$ cat src/rtl/mode_world_clock_table.sv
// mode_world_clock_table
// World-time display mode with a run-time writable city table.
// Each entry holds a three-letter name and a signed UTC offset in quarter
// hours. While MODE equals MODE_ID the block streams a 34-slot frame onto the
// shared character-LCD bus; otherwise the bus is held idle (RW=1, RS=1, 8'h02).
//
// Ports:
//   CLK, RESET      clock, asynchronous active-low reset
//   NUM_SYNC[3:2]   one-cycle key pulses: [2] next city, [3] previous city
//   MODE            global mode; this block is active when MODE == MODE_ID
//   MERIDIEM/HOUR/MIN/SEC  home time (12 h form)
//   FMT24           1 = 24 h display, 0 = 12 h display
//   CFG_WE/CFG_IDX/CFG_NAME/CFG_OFF  table write port
//   CFG_ERR         one-cycle pulse when a write is rejected
//   CITY_IDX        currently selected entry
//   RW_OUTPUT/RS_OUTPUT/DATA_OUTPUT  LCD bus
module mode_world_clock_table #(
    parameter int          N_CITY        = 12,
    parameter int          IDX_W         = 4,
    parameter int          HOME_OFFSET_Q = 36,
    parameter int          BLINK_HALF    = 500,
    parameter logic [3:0]  MODE_ID       = 4'b0111
) (
    input  logic              CLK,
    input  logic              RESET,
    input  logic [3:2]        NUM_SYNC,
    input  logic [3:0]        MODE,
    input  logic              MERIDIEM,
    input  logic [6:0]        HOUR,
    input  logic [6:0]        MIN,
    input  logic [6:0]        SEC,
    input  logic              FMT24,
    input  logic              CFG_WE,
    input  logic [IDX_W-1:0]  CFG_IDX,
    input  logic [23:0]       CFG_NAME,
    input  logic signed [7:0] CFG_OFF,
    output logic              CFG_ERR,
    output logic [IDX_W-1:0]  CITY_IDX,
    output logic              RW_OUTPUT,
    output logic              RS_OUTPUT,
    output logic [7:0]        DATA_OUTPUT
);
    localparam int BW = $clog2(2 * BLINK_HALF);

    // City table: registers rather than RAM, since every entry must come out
    // of reset as "GMT" with offset 0.
    logic [23:0]       name_mem [N_CITY];
    logic signed [7:0] off_mem  [N_CITY];
    logic [N_CITY-1:0] wr_sel;
    logic              cfg_ok;

    logic [IDX_W-1:0]  city_idx_reg;
    logic              cfg_err_reg;
    logic              in_mode;

    // World-time snapshot, one cycle behind inputs and table.
    logic [4:0]  world_hour_reg, world_hour_next;
    logic [5:0]  world_min_reg,  world_min_next;
    logic [6:0]  world_sec_reg;
    logic [1:0]  day_reg,        day_next;        // 01 = +1, 10 = -1
    logic [23:0] name_reg;
    logic        off_neg_reg,    off_neg_next;
    logic [3:0]  off_hh_reg,     off_hh_next;
    logic [5:0]  off_mm_reg,     off_mm_next;
    logic        fmt24_reg;

    logic [5:0]    slot_reg;
    logic [BW-1:0] blink_cnt_reg;
    logic          rw_reg, rs_reg, rs_next;
    logic [7:0]    data_reg, data_next;

    assign in_mode     = (MODE == MODE_ID);
    assign CFG_ERR     = cfg_err_reg;
    assign CITY_IDX    = city_idx_reg;
    assign RW_OUTPUT   = rw_reg;
    assign RS_OUTPUT   = rs_reg;
    assign DATA_OUTPUT = data_reg;

    assign cfg_ok = ({1'b0, CFG_IDX} < (IDX_W + 1)'(N_CITY)) &&
                    (CFG_OFF >= -8'sd48) && (CFG_OFF <= 8'sd56);

    genvar gi;
    generate
        for (gi = 0; gi < N_CITY; gi++) begin : g_wr_sel
            assign wr_sel[gi] = CFG_WE && cfg_ok && (CFG_IDX == IDX_W'(gi));
        end
    endgenerate

    always_ff @(posedge CLK or negedge RESET) begin
        if (!RESET) begin
            for (int i = 0; i < N_CITY; i++) begin
                name_mem[i] <= 24'h474D54;   // "GMT"
                off_mem[i]  <= '0;
            end
            cfg_err_reg <= 1'b0;
        end else begin
            for (int i = 0; i < N_CITY; i++) begin
                if (wr_sel[i]) begin
                    name_mem[i] <= CFG_NAME;
                    off_mem[i]  <= CFG_OFF;
                end
            end
            cfg_err_reg <= CFG_WE && !cfg_ok;
        end
    end

    // City selection; simultaneous next+previous cancels out.
    always_ff @(posedge CLK or negedge RESET) begin
        if (!RESET) begin
            city_idx_reg <= '0;
        end else if (in_mode) begin
            if (NUM_SYNC == 2'b01)
                city_idx_reg <= (city_idx_reg == IDX_W'(N_CITY - 1)) ? '0 : city_idx_reg + 1'b1;
            else if (NUM_SYNC == 2'b10)
                city_idx_reg <= (city_idx_reg == '0) ? IDX_W'(N_CITY - 1) : city_idx_reg - 1'b1;
        end
    end

    // Time arithmetic in minutes of the day, wrapped into 0..1439.
    always_comb begin
        int t;
        int a;
        logic signed [7:0] sel_off;
        sel_off = off_mem[city_idx_reg];
        t = (int'(HOUR) + (MERIDIEM ? 12 : 0)) * 60 + int'(MIN)
            - HOME_OFFSET_Q * 15 + int'(sel_off) * 15;
        day_next = 2'b00;
        if (t < 0) begin
            t        = t + 1440;
            day_next = 2'b10;
        end else if (t >= 1440) begin
            t        = t - 1440;
            day_next = 2'b01;
        end
        world_hour_next = 5'(t / 60);
        world_min_next  = 6'(t % 60);
        a               = (sel_off < 0) ? -int'(sel_off) : int'(sel_off);
        off_neg_next    = (sel_off < 0);
        off_hh_next     = 4'(a / 4);
        off_mm_next     = 6'((a % 4) * 15);
    end

    always_ff @(posedge CLK or negedge RESET) begin
        if (!RESET) begin
            world_hour_reg <= '0;
            world_min_reg  <= '0;
            world_sec_reg  <= '0;
            day_reg        <= '0;
            name_reg       <= '0;
            off_neg_reg    <= 1'b0;
            off_hh_reg     <= '0;
            off_mm_reg     <= '0;
            fmt24_reg      <= 1'b0;
        end else begin
            world_hour_reg <= world_hour_next;
            world_min_reg  <= world_min_next;
            world_sec_reg  <= SEC;
            day_reg        <= day_next;
            name_reg       <= name_mem[city_idx_reg];
            off_neg_reg    <= off_neg_next;
            off_hh_reg     <= off_hh_next;
            off_mm_reg     <= off_mm_next;
            fmt24_reg      <= FMT24;
        end
    end

    function automatic logic [7:0] asc(input int v);
        return 8'(32'h30 + v);
    endfunction

    // Character generator for the current slot.
    always_comb begin
        int hr;
        logic [7:0] colon;
        rs_next   = 1'b1;
        data_next = 8'h20;
        hr        = fmt24_reg ? int'(world_hour_reg) : int'(world_hour_reg) % 12;
        colon     = (blink_cnt_reg < BW'(BLINK_HALF)) ? 8'h3A : 8'h20;
        case (slot_reg)
            6'd0:  begin rs_next = 1'b0; data_next = 8'h80; end
            6'd1:  data_next = 8'h11;
            6'd3:  data_next = name_reg[23:16];
            6'd4:  data_next = name_reg[15:8];
            6'd5:  data_next = name_reg[7:0];
            6'd7:  data_next = off_neg_reg ? 8'h2D : 8'h2B;
            6'd8:  data_next = asc(int'(off_hh_reg) / 10);
            6'd9:  data_next = asc(int'(off_hh_reg) % 10);
            6'd10: data_next = 8'h3A;                     // static colon
            6'd11: data_next = asc(int'(off_mm_reg) / 10);
            6'd12: data_next = asc(int'(off_mm_reg) % 10);
            6'd16: data_next = 8'h10;
            6'd17: begin rs_next = 1'b0; data_next = 8'hC0; end
            6'd18: data_next = 8'h44;                     // 'D'
            6'd19: data_next = day_reg[0] ? 8'h2B : (day_reg[1] ? 8'h2D : 8'h20);
            6'd20: data_next = (day_reg != 2'b00) ? 8'h31 : 8'h30;
            6'd22: data_next = fmt24_reg ? 8'h20 : ((world_hour_reg < 5'd12) ? 8'h41 : 8'h50);
            6'd23: data_next = fmt24_reg ? 8'h20 : 8'h4D;
            6'd25: data_next = asc(hr / 10);
            6'd26: data_next = asc(hr % 10);
            6'd27: data_next = colon;
            6'd28: data_next = asc(int'(world_min_reg) / 10);
            6'd29: data_next = asc(int'(world_min_reg) % 10);
            6'd30: data_next = colon;
            6'd31: data_next = asc(int'(world_sec_reg) / 10);
            6'd32: data_next = asc(int'(world_sec_reg) % 10);
            default: ;
        endcase
    end

    // Frame sequencer, blink counter and registered LCD bus.
    always_ff @(posedge CLK or negedge RESET) begin
        if (!RESET) begin
            slot_reg      <= '0;
            blink_cnt_reg <= '0;
            rw_reg        <= 1'b1;
            rs_reg        <= 1'b1;
            data_reg      <= 8'h02;
        end else if (in_mode) begin
            slot_reg      <= (slot_reg == 6'd33) ? 6'd0 : slot_reg + 6'd1;
            blink_cnt_reg <= (blink_cnt_reg == BW'(2 * BLINK_HALF - 1)) ? '0 : blink_cnt_reg + 1'b1;
            rw_reg        <= 1'b0;
            rs_reg        <= rs_next;
            data_reg      <= data_next;
        end else begin
            slot_reg      <= '0;
            blink_cnt_reg <= '0;
            rw_reg        <= 1'b1;
            rs_reg        <= 1'b1;
            data_reg      <= 8'h02;
        end
    end
endmodule

$ cat config.mk
export PLATFORM = sky130hd
export DESIGN_NAME = mode_world_clock_table
export DESIGN_NICKNAME = d
export VERILOG_FILES = /design/src/rtl/mode_world_clock_table.sv
export SDC_FILE = /design/constraint.sdc
export NUM_CORES = 1
export LEC_CHECK = 0
export BUFFER_PORTS_ARGS = -buffer_cell sky130_fd_sc_hd__buf_2
export CAP_MARGIN = 25
export CORE_ASPECT_RATIO = 1.2
export CORE_UTILIZATION = 50
export DETAILED_ROUTE_END_ITERATION = 12
export PLACE_DENSITY = 0.65
export SYNTH_ARGS = -nofsm -noshare
export SYNTH_HDL_FRONTEND = slang
export SYNTH_SLANG_ARGS = --single-unit
$ cat constraint.sdc
create_clock -name CLK -period 40.1 [get_ports CLK]
set_clock_uncertainty 0.05 [all_clocks]
set_input_delay 2.005 -clock CLK [delete_from_list [all_inputs] [get_ports CLK]]
set_output_delay 2.005 -clock CLK [all_outputs]
set_load 0.02 [all_outputs]
Word level (Yosys, flattened, before mapping)
Cells that the tools add are included.

storage, ports and cells
  bits in registers = 471
  input port bits = 68
  output and inout port bits = 15
  logic and storage cells = 191

cells by class
  add/sub/neg operators = 22
  $mul = 3
  divide/modulo/power cells = 13
  magnitude comparators = 9
  eq/ne operators = 42
  mux-type cells = 34
  bitwise logic cells = 2
  reduce and logical (&&, ||, !) cells = 26

operators by type and width
  kind                                                                    count
  8-bit case mux with 25 select lines                                     1
  32-bit 2-to-1 mux                                                       4
  24-bit binary-select mux with 4-bit select                              1
  6-bit by 5-bit equality test with 1-bit output (second input constant)  14
  6-bit by 8-bit adder with 8-bit output (first input constant)           10
  7-bit by 5-bit divider with 32-bit output (second input constant)       2
  7-bit by 5-bit modulo with 32-bit output (second input constant)        2
  24-bit 2-to-1 mux                                                       2
  8-bit binary-select mux with 4-bit select                               1
  32-bit by 5-bit divider with 32-bit output (second input constant)      1
  32-bit by 7-bit divider with 32-bit output (second input constant)      1
  5-bit by 5-bit divider with 32-bit output (second input constant)       1
  8-bit by 5-bit divider with 32-bit output (second input constant)       1
  32-bit by 5-bit modulo with 32-bit output (second input constant)       1
  32-bit by 7-bit modulo with 32-bit output (second input constant)       1
  5-bit by 5-bit modulo with 32-bit output (second input constant)        1
  6-bit by 5-bit modulo with 32-bit output (second input constant)        1
  8-bit by 5-bit modulo with 32-bit output (second input constant)        1
  8-bit negation with 32-bit output                                       1
  6-bit by 4-bit equality test with 1-bit output (second input constant)  5
  4-bit 2-to-1 mux                                                        7
  8-bit 2-to-1 mux                                                        3
  4-bit by 3-bit equality test with 1-bit output (second input constant)  5
  4-bit equality test (second input constant)                             5
  other kinds (48)                                                        79

Logic depth before layout (Yosys ltp)
Gate-level depths: netlist of run 1.

  depth in word-level cells = 10
  gate-level depth with buffers = 63
  mapped depth without buffers = 58

Least setup slack after synthesis of run 1
Ideal clock, no wire load.

  path type = input to register
  from = input MERIDIEM
  to = register world_hour_reg[4]
  setup time = 0.079 ns
  arrival time = 15.286 ns
  required time = 39.971 ns
  slack = 24.685 ns
  cell stages on the path = 54
  buffers on the path = 4
  path through = ha_1 fa_1 fa_1 inv_1 fa_1 inv_1 ha_1 xor2_1 ha_1 inv_1 ha_1 o21a_1 o31a_1 a21oi_1 fa_1 fa_1 fa_1 ha_1 [18 not listed] or4_4 and2_4 buf_6 a21o_1 buf_6 o211ai_1 a21oi_1 nor3_2 mux2_1 xnor2_1 a31oi_1 ha_1 o211a_1 or2_2 inv_2 ha_1 a31oi_1 xor2_1

between the ends
  cells in the longest elaborated chain, start to end = 10
  elaborated cells on any way between the ends = 13
  those cells by class = add/sub (6); mul (1); div (1); order compare (2); mux (3)

ends and longest elaborated chain
  element                                                                                                                    RTL line  text
  from (decl)                                                                                                                28        input logic MERIDIEM,
  4-bit 2-to-1 mux *                                                                                                         125       t = (int'(HOUR) + (MERIDIEM ? 12 : 0)) * 60 + int'(MIN)
  7-bit by 4-bit adder with 8-bit output *                                                                                   125
  8-bit by 4-bit multiplier with 12-bit output *                                                                             125
  14-bit by 7-bit adder with 15-bit output *                                                                                 125
  15-bit by 10-bit subtractor with 16-bit output *                                                                           126       - HOME_OFFSET_Q * 15 + int'(sel_off) * 15;
  16-bit by 13-bit adder with 17-bit output *                                                                                126
  17-bit by 12-bit subtractor with 18-bit output / 17-bit by 12-bit >= comparator with 1-bit output (equally long branches)  132, 131
  32-bit 2-to-1 mux                                                                                                          131       end else if (t >= 1440) begin
  32-bit 2-to-1 mux *                                                                                                        128       if (t < 0) begin
  32-bit by 7-bit divider with 32-bit output *                                                                               135       world_hour_next = 5'(t / 60);
  via world_hour_next[4]                                                                                                     57        logic [4:0] world_hour_reg, world_hour_next;
  to (signal assigned)                                                                                                       155       world_hour_reg <= world_hour_next;
  to (decl)                                                                                                                  57

Mark *: on every way through the listed nets, which the timed path passes. The rest lies on a longest branch.
A chain may end at the register's enable or synchronous reset.

Worst setup path after layout of run 1
Ends and elaborated chain as after synthesis.

==> results_dict.tcl, run 1 <==
set metrics [dict create \
    status "finished, final reports clean" \
    finalCritPeriodShare_pct 41.6 \
    finalWirelength_um 73200 \
    num-fill-cells 4805 \
    crit_required_ns 40.56 \
    slew_viol_final 0 \
    worstSetupEndpoint "world_hour_reg[4]$_DFF_PN0_" \
    start_util_pct 50.9 \
    root_buffer "clkbuf_16" \
    reg2reg_from "CITY_IDX[0]$_DFFE_PN0P_" \
    htree_levels 2 \
    tightest_slew_ns 0.990 \
    clk_latency_ns 0.60 \
    grt_overflow 0 \
    grt_util_all_layers_pct 24.9 \
    crit_path_end_kind "flop" \
    min_period_ns 16.69 \
    max_stage_delay_ns 0.57 \
    drc 0 \
    arrival_ns 17.15 \
    first_iter_violations 1336 \
    cts_resized 0 \
    setup-violations-final 0 \
    areaGrowthSynthToFinish_pct 9.56 \
    max_freq_ghz 0.0599 \
    yosys-top-cells-area "dfrtp_1 (29%), mux2_2 (15%), dfstp_2 (12%)" \
    place_ws_ns 23.01 \
    cp_slowest_cell "fa_1" \
    port_buffers 82 \
    first_global_vias 21000 \
    drt-vias-per-instance 6.13 \
    die-area_um2 59500 \
    ys_ff_latch 471 \
    routedWlPerCell_um 22.1 \
    dp_hpwl_um 50300 \
    synth_edf_count 0 \
    ys_seq_area_share_pct 40.8 \
    worst_slack_ns 23.41 \
    finalNetCount 2753 \
    cp-start-kind "primary input" \
    largest_reg_flops 288 \
    cts_hold_buf 0 \
    rows 96 \
    cts_tree "built" \
    grt_max_degree 104 \
    ys.flop_type "dfrtp_1" \
    async_flop_share_pct 100 \
    rsz0062_at_grt "false" \
    cp-startpoint "MERIDIEM" \
    ys_warn_count 0 \
    synthCells 2521 \
    holdWs_ns 0.440 \
    reg2reg_depth 44 \
    post-cts-setup-buffers 0 \
    clk_pin_slew_worst_paths_ns 0.07 \
    yosysUniqueCellTypes 115 \
    clk_path_buf_depth 3 \
    synth_most_common_cell "mux2_2" \
    core_um2 57500 \
    hold_class "reg -> reg" \
    fin_tns_setup_ns 0 \
    grt_antenna_before_repair 1 \
    drtPass1Iterations 7 \
    io_pins 83 \
    relSlewSlack_pct 33.4 \
    cts_made_buffers 50 \
    synth_top_cell_area_share_pct 28.7 \
    n_antenna_cell 0 \
    cts_num_sinks 471 \
    reg2reg_to "world_hour_reg[4]$_DFF_PN0_" \
    synth_area_um2 29300 \
    synth.largest_area_cell "dfrtp_1" \
    grt_pass1_wl_um 117000 \
    avgSynthCellArea_um2 11.6 \
    synth_common_cells "mux2_2 (388), dfrtp_1 (336), dfstp_2 (135)" \
    die_y_um 267 \
    cp_max_fo 16 \
    drive_gt1_share_pct 34.8 \
    crit_type "in -> reg" \
    fp.dieW_um 223 \
    ff2ff_setup_slack_ns 25.29 \
    ant_nets 0 \
    fin_util_pct 55.8 \
    drv_cap 0 \
    vias 20300 \
    routabilityCongestion 0.936 \
    finalHoldViolCount 0 \
]
-- critical path, delay by kind of cell --
| kind | cells | cell delay, ns |
|---|---|---|
| fa+ha+maj | 12 | 4.66 |
| mux | 1 | 0.41 |
| buf+inv | 5 | 0.47 |
| simple gates | 6 | 2.07 |
| xor+xnor | 6 | 1.59 |
| compound gates | 21 | 5.92 |
-- area by class of cell --
class | count | area, µm² | share of cell area (%)
multi-input combinational | 1771 | 16300 | 50.8
timing repair buffer | 113 | 728 | 2.27
inverter | 129 | 484 | 1.51
tap | 735 | 920 | 2.87
clock buffer | 76 | 1500 | 4.67
sequential | 471 | 12000 | 37.3
clock inverter | 18 | 195 | 0.608
-- logic make-up after synthesis --
logic type	after synthesis	share of synthesized area (%)
AND/OR/NAND/NOR	495	8.68
XOR/XNOR	120	3.72
multiplexers	530	23.9
buffers and inverters	280	3.72
adder cells (fa/ha/maj)	154	7.49
other	1	0.0128
flip-flops	471	40.8
AO/OA/AOI/OAI	470	11.7
-- per-stage QoR --
step	area, µm²	std cells
6_report	32100	3313
5_1_grt	32100	3313
4_1_cts	32000	3311
3_5_place_dp	30300	3217
3_3_place_gp	30300	3213
2_1_floorplan	29300	2522
-- layout by cell type (no fill, tap or decap), types with 44 or more instances in the layout --
cell and instances:
nor2_1 122, clkbuf_16 50, mux2i_1 44, mux4_2 95
o21ai_0 78, a21oi_1 96, nand2_1 105, dfrtp_1 333
ha_1 112, mux2_2 388, dfstp_2 135, buf_2 82
inv_1 125, xnor2_1 81
-- routing by layer --
metal  track usage, %  wire length (µm)
met4             5.78              1290
met3             2.41              2410
met5                0                 8
met1             32.2             31500
met2             44.9             38000
-- how the worst min path moves through the flow --
stage                                     startpoint                          to  slack (ns)  depth (start not counted)
after floorplan           blink_cnt_reg[0]$_DFF_PN0_  blink_cnt_reg[0]$_DFF_PN0_        0.40                          1
after global routing         off_mem[75]$_DFFE_PN0P_     off_mem[75]$_DFFE_PN0P_        0.45                          1
after CTS                 blink_cnt_reg[0]$_DFF_PN0_  blink_cnt_reg[0]$_DFF_PN0_        0.45                          1
final                     blink_cnt_reg[0]$_DFF_PN0_  blink_cnt_reg[0]$_DFF_PN0_        0.44                          1
after detailed placement     off_mem[75]$_DFFE_PN0P_     off_mem[75]$_DFFE_PN0P_        0.44                          1
after global placement    blink_cnt_reg[0]$_DFF_PN0_  blink_cnt_reg[0]$_DFF_PN0_        0.42                          1
Power of run 1 is not shown: default switching activity piles up to over one toggle a cycle in this logic, so the estimate is an artifact.
==> inputs of run 2 (changes only) <==
==> constraint.sdc (replaced) <==
create_clock -name CLK -period 16.3 [get_ports CLK]
set_clock_uncertainty 0.05 [all_clocks]
set_input_delay 0.815 -clock CLK [delete_from_list [all_inputs] [get_ports CLK]]
set_output_delay 0.815 -clock CLK [all_outputs]
set_load 0.02 [all_outputs]
==> run 2 against run 1 <==
Net effect:
- sequential share of layout area decreased by 0.075 points
- hold slack worse by 0.21 ns
- first-iteration DRC count fell by 12%
- setup slack lost 22 ns
- clock-buffer cell count shrank 1
- via count is 0.32% lower
- final cell count increased by 0.18%
- non-clock buffer count rose by 5
- largest cell class unchanged
==> results_dict.tcl, run 2 (synthesis results as in run 1) <==
set metrics [dict create \
    status "finished, final reports clean" \
    largest_reg_flops 288 \
    drc 0 \
    finalWirelength_um 73700 \
    vias 20300 \
    grt_pass1_wl_um 117000 \
    cp-start-kind "primary input" \
    finalNetCount 2758 \
    drive_gt1_share_pct 34.7 \
    place_ws_ns 0.443 \
    finalCritPeriodShare_pct 92.6 \
    dpl_cell_area_um2 30300 \
    hold_class "in -> async" \
    worst_slack_ns 1.21 \
    fin_tns_setup_ns 0 \
    reg2reg_depth 44 \
    reg2reg_to "world_hour_reg[4]$_DFF_PN0_" \
    drv_cap 0 \
    multi_input_area_um2 16300 \
    crit_path_end_kind "flop" \
    routabilityCongestion 0.915 \
    final_cell_mix "mux2_2 (388), dfrtp_1 (333), dfstp_2 (135)" \
    clk_pin_slew_worst_paths_ns 0.06 \
    slew_viol_final 0 \
    cts_tree "built" \
    dp_cells 3220 \
    cp_max_fo 16 \
    first_global_vias 21100 \
    cts_hold_buf 0 \
    grt_max_degree 117 \
    first_iter_violations 1175 \
    core_um2 57500 \
    rows 96 \
    final_common_cell "mux2_2" \
    wl_met3_um 2500 \
    num-fill-cells 4732 \
    crit_required_ns 16.75 \
    cts_num_sinks 471 \
    port_buffers 82 \
    dp_hpwl_um 49900 \
    arrival_ns 15.54 \
    max_freq_ghz 0.0663 \
    rsz0062_at_grt "false" \
    top_layer "met5" \
    min_period_ns 15.09 \
    drtPass1Iterations 7 \
    cp-startpoint "MERIDIEM" \
    cts_made_buffers 50 \
    root_buffer "clkbuf_16" \
    path_delay_family "compound AO/OA/AOI/OAI gates" \
    grt_util_all_layers_pct 25.1 \
    drt-met1-wl_um 31400 \
    areaGrowthSynthToFinish_pct 9.78 \
    reg2reg_from "CITY_IDX[0]$_DFFE_PN0P_" \
    max_stage_delay_ns 0.56 \
    die-area_um2 59500 \
    io_pins 83 \
    ff2ff_setup_slack_ns 2.30 \
    tightest_slew_ns 1.08 \
    grt_overflow 0 \
    register_area_um2 12000 \
    crit_type "in -> reg" \
    clk_path_buf_depth 3 \
    final_cells 3319 \
    start_util_pct 50.9 \
    clk_latency_ns 0.60 \
    ant_nets 0 \
    grt_antenna_before_repair 6 \
    routedWlPerCell_um 22.2 \
    stdcell_area_um2 32100 \
    cp_slowest_cell "fa_1" \
    drt-vias-per-instance 6.10 \
    setup-violations-final 0 \
    cp.buffers_inverters 5 \
    relSlewSlack_pct 27.3 \
    die_y_um 267 \
    fp.dieW_um 223 \
    finalHoldViolCount 0 \
    htree_levels 2 \
    wl_met2_um 38100 \
]
run 2: cell types whose count changed in the layout (fill, tap and decap cells not counted), sizes merged:
cell      change
buf           +4
clkinv        -6
diode         +2
clkinvlp      +2
bufinv        +4
run 2: area by class of cell:
type                    instances  share of cell area (%)
multi-input cells            1771                    50.8
flip-flops and latches        471                    37.2
diodes                          2                  0.0156
inverters                     129                    1.51
clock inverters                18                   0.872
clock buffers                  75                    4.46
repair buffers                118                    2.31
well taps                     735                    2.86
run 2: worst max-delay path by stage:
stage                             endpoint  slack [ns]  cells after the start
5_1_grt        world_hour_reg[4]$_DFF_PN0_        0.05                     51
4_1_cts        world_hour_reg[4]$_DFF_PN0_        1.04                     51
2_1_floorplan  world_hour_reg[4]$_DFF_PN0_        2.07                     54
6_report       world_hour_reg[4]$_DFF_PN0_        1.21                     51
3_5_place_dp   world_hour_reg[4]$_DFF_PN0_        0.44                     51
3_3_place_gp   world_hour_reg[4]$_DFF_PN0_        0.75                     51
run 2: stage by stage:
step / hold WS (ns) / utilization [%]
floorplan: 0.405 / -
global placement: 0.420 / 52.7
detailed placement: 0.438 / 52.7
CTS: 0.255 / 55.7
global route: 0.272 / 55.9
finish: 0.227 / 55.9
run 2: repair_timing:
action                                  CTS  global route
endpoints found under the setup margin    0             8
buffers inserted                          0             1
resized for setup                         0             3
run 2: per-layer routing:
layer,global-route usage (%),up-vias
met5,0,-
met1,31.7,10400
met3,2.89,106
met2,45.4,428
li1,-,9306
met4,6.54,2
Power of run 2 is left out for the same reason.
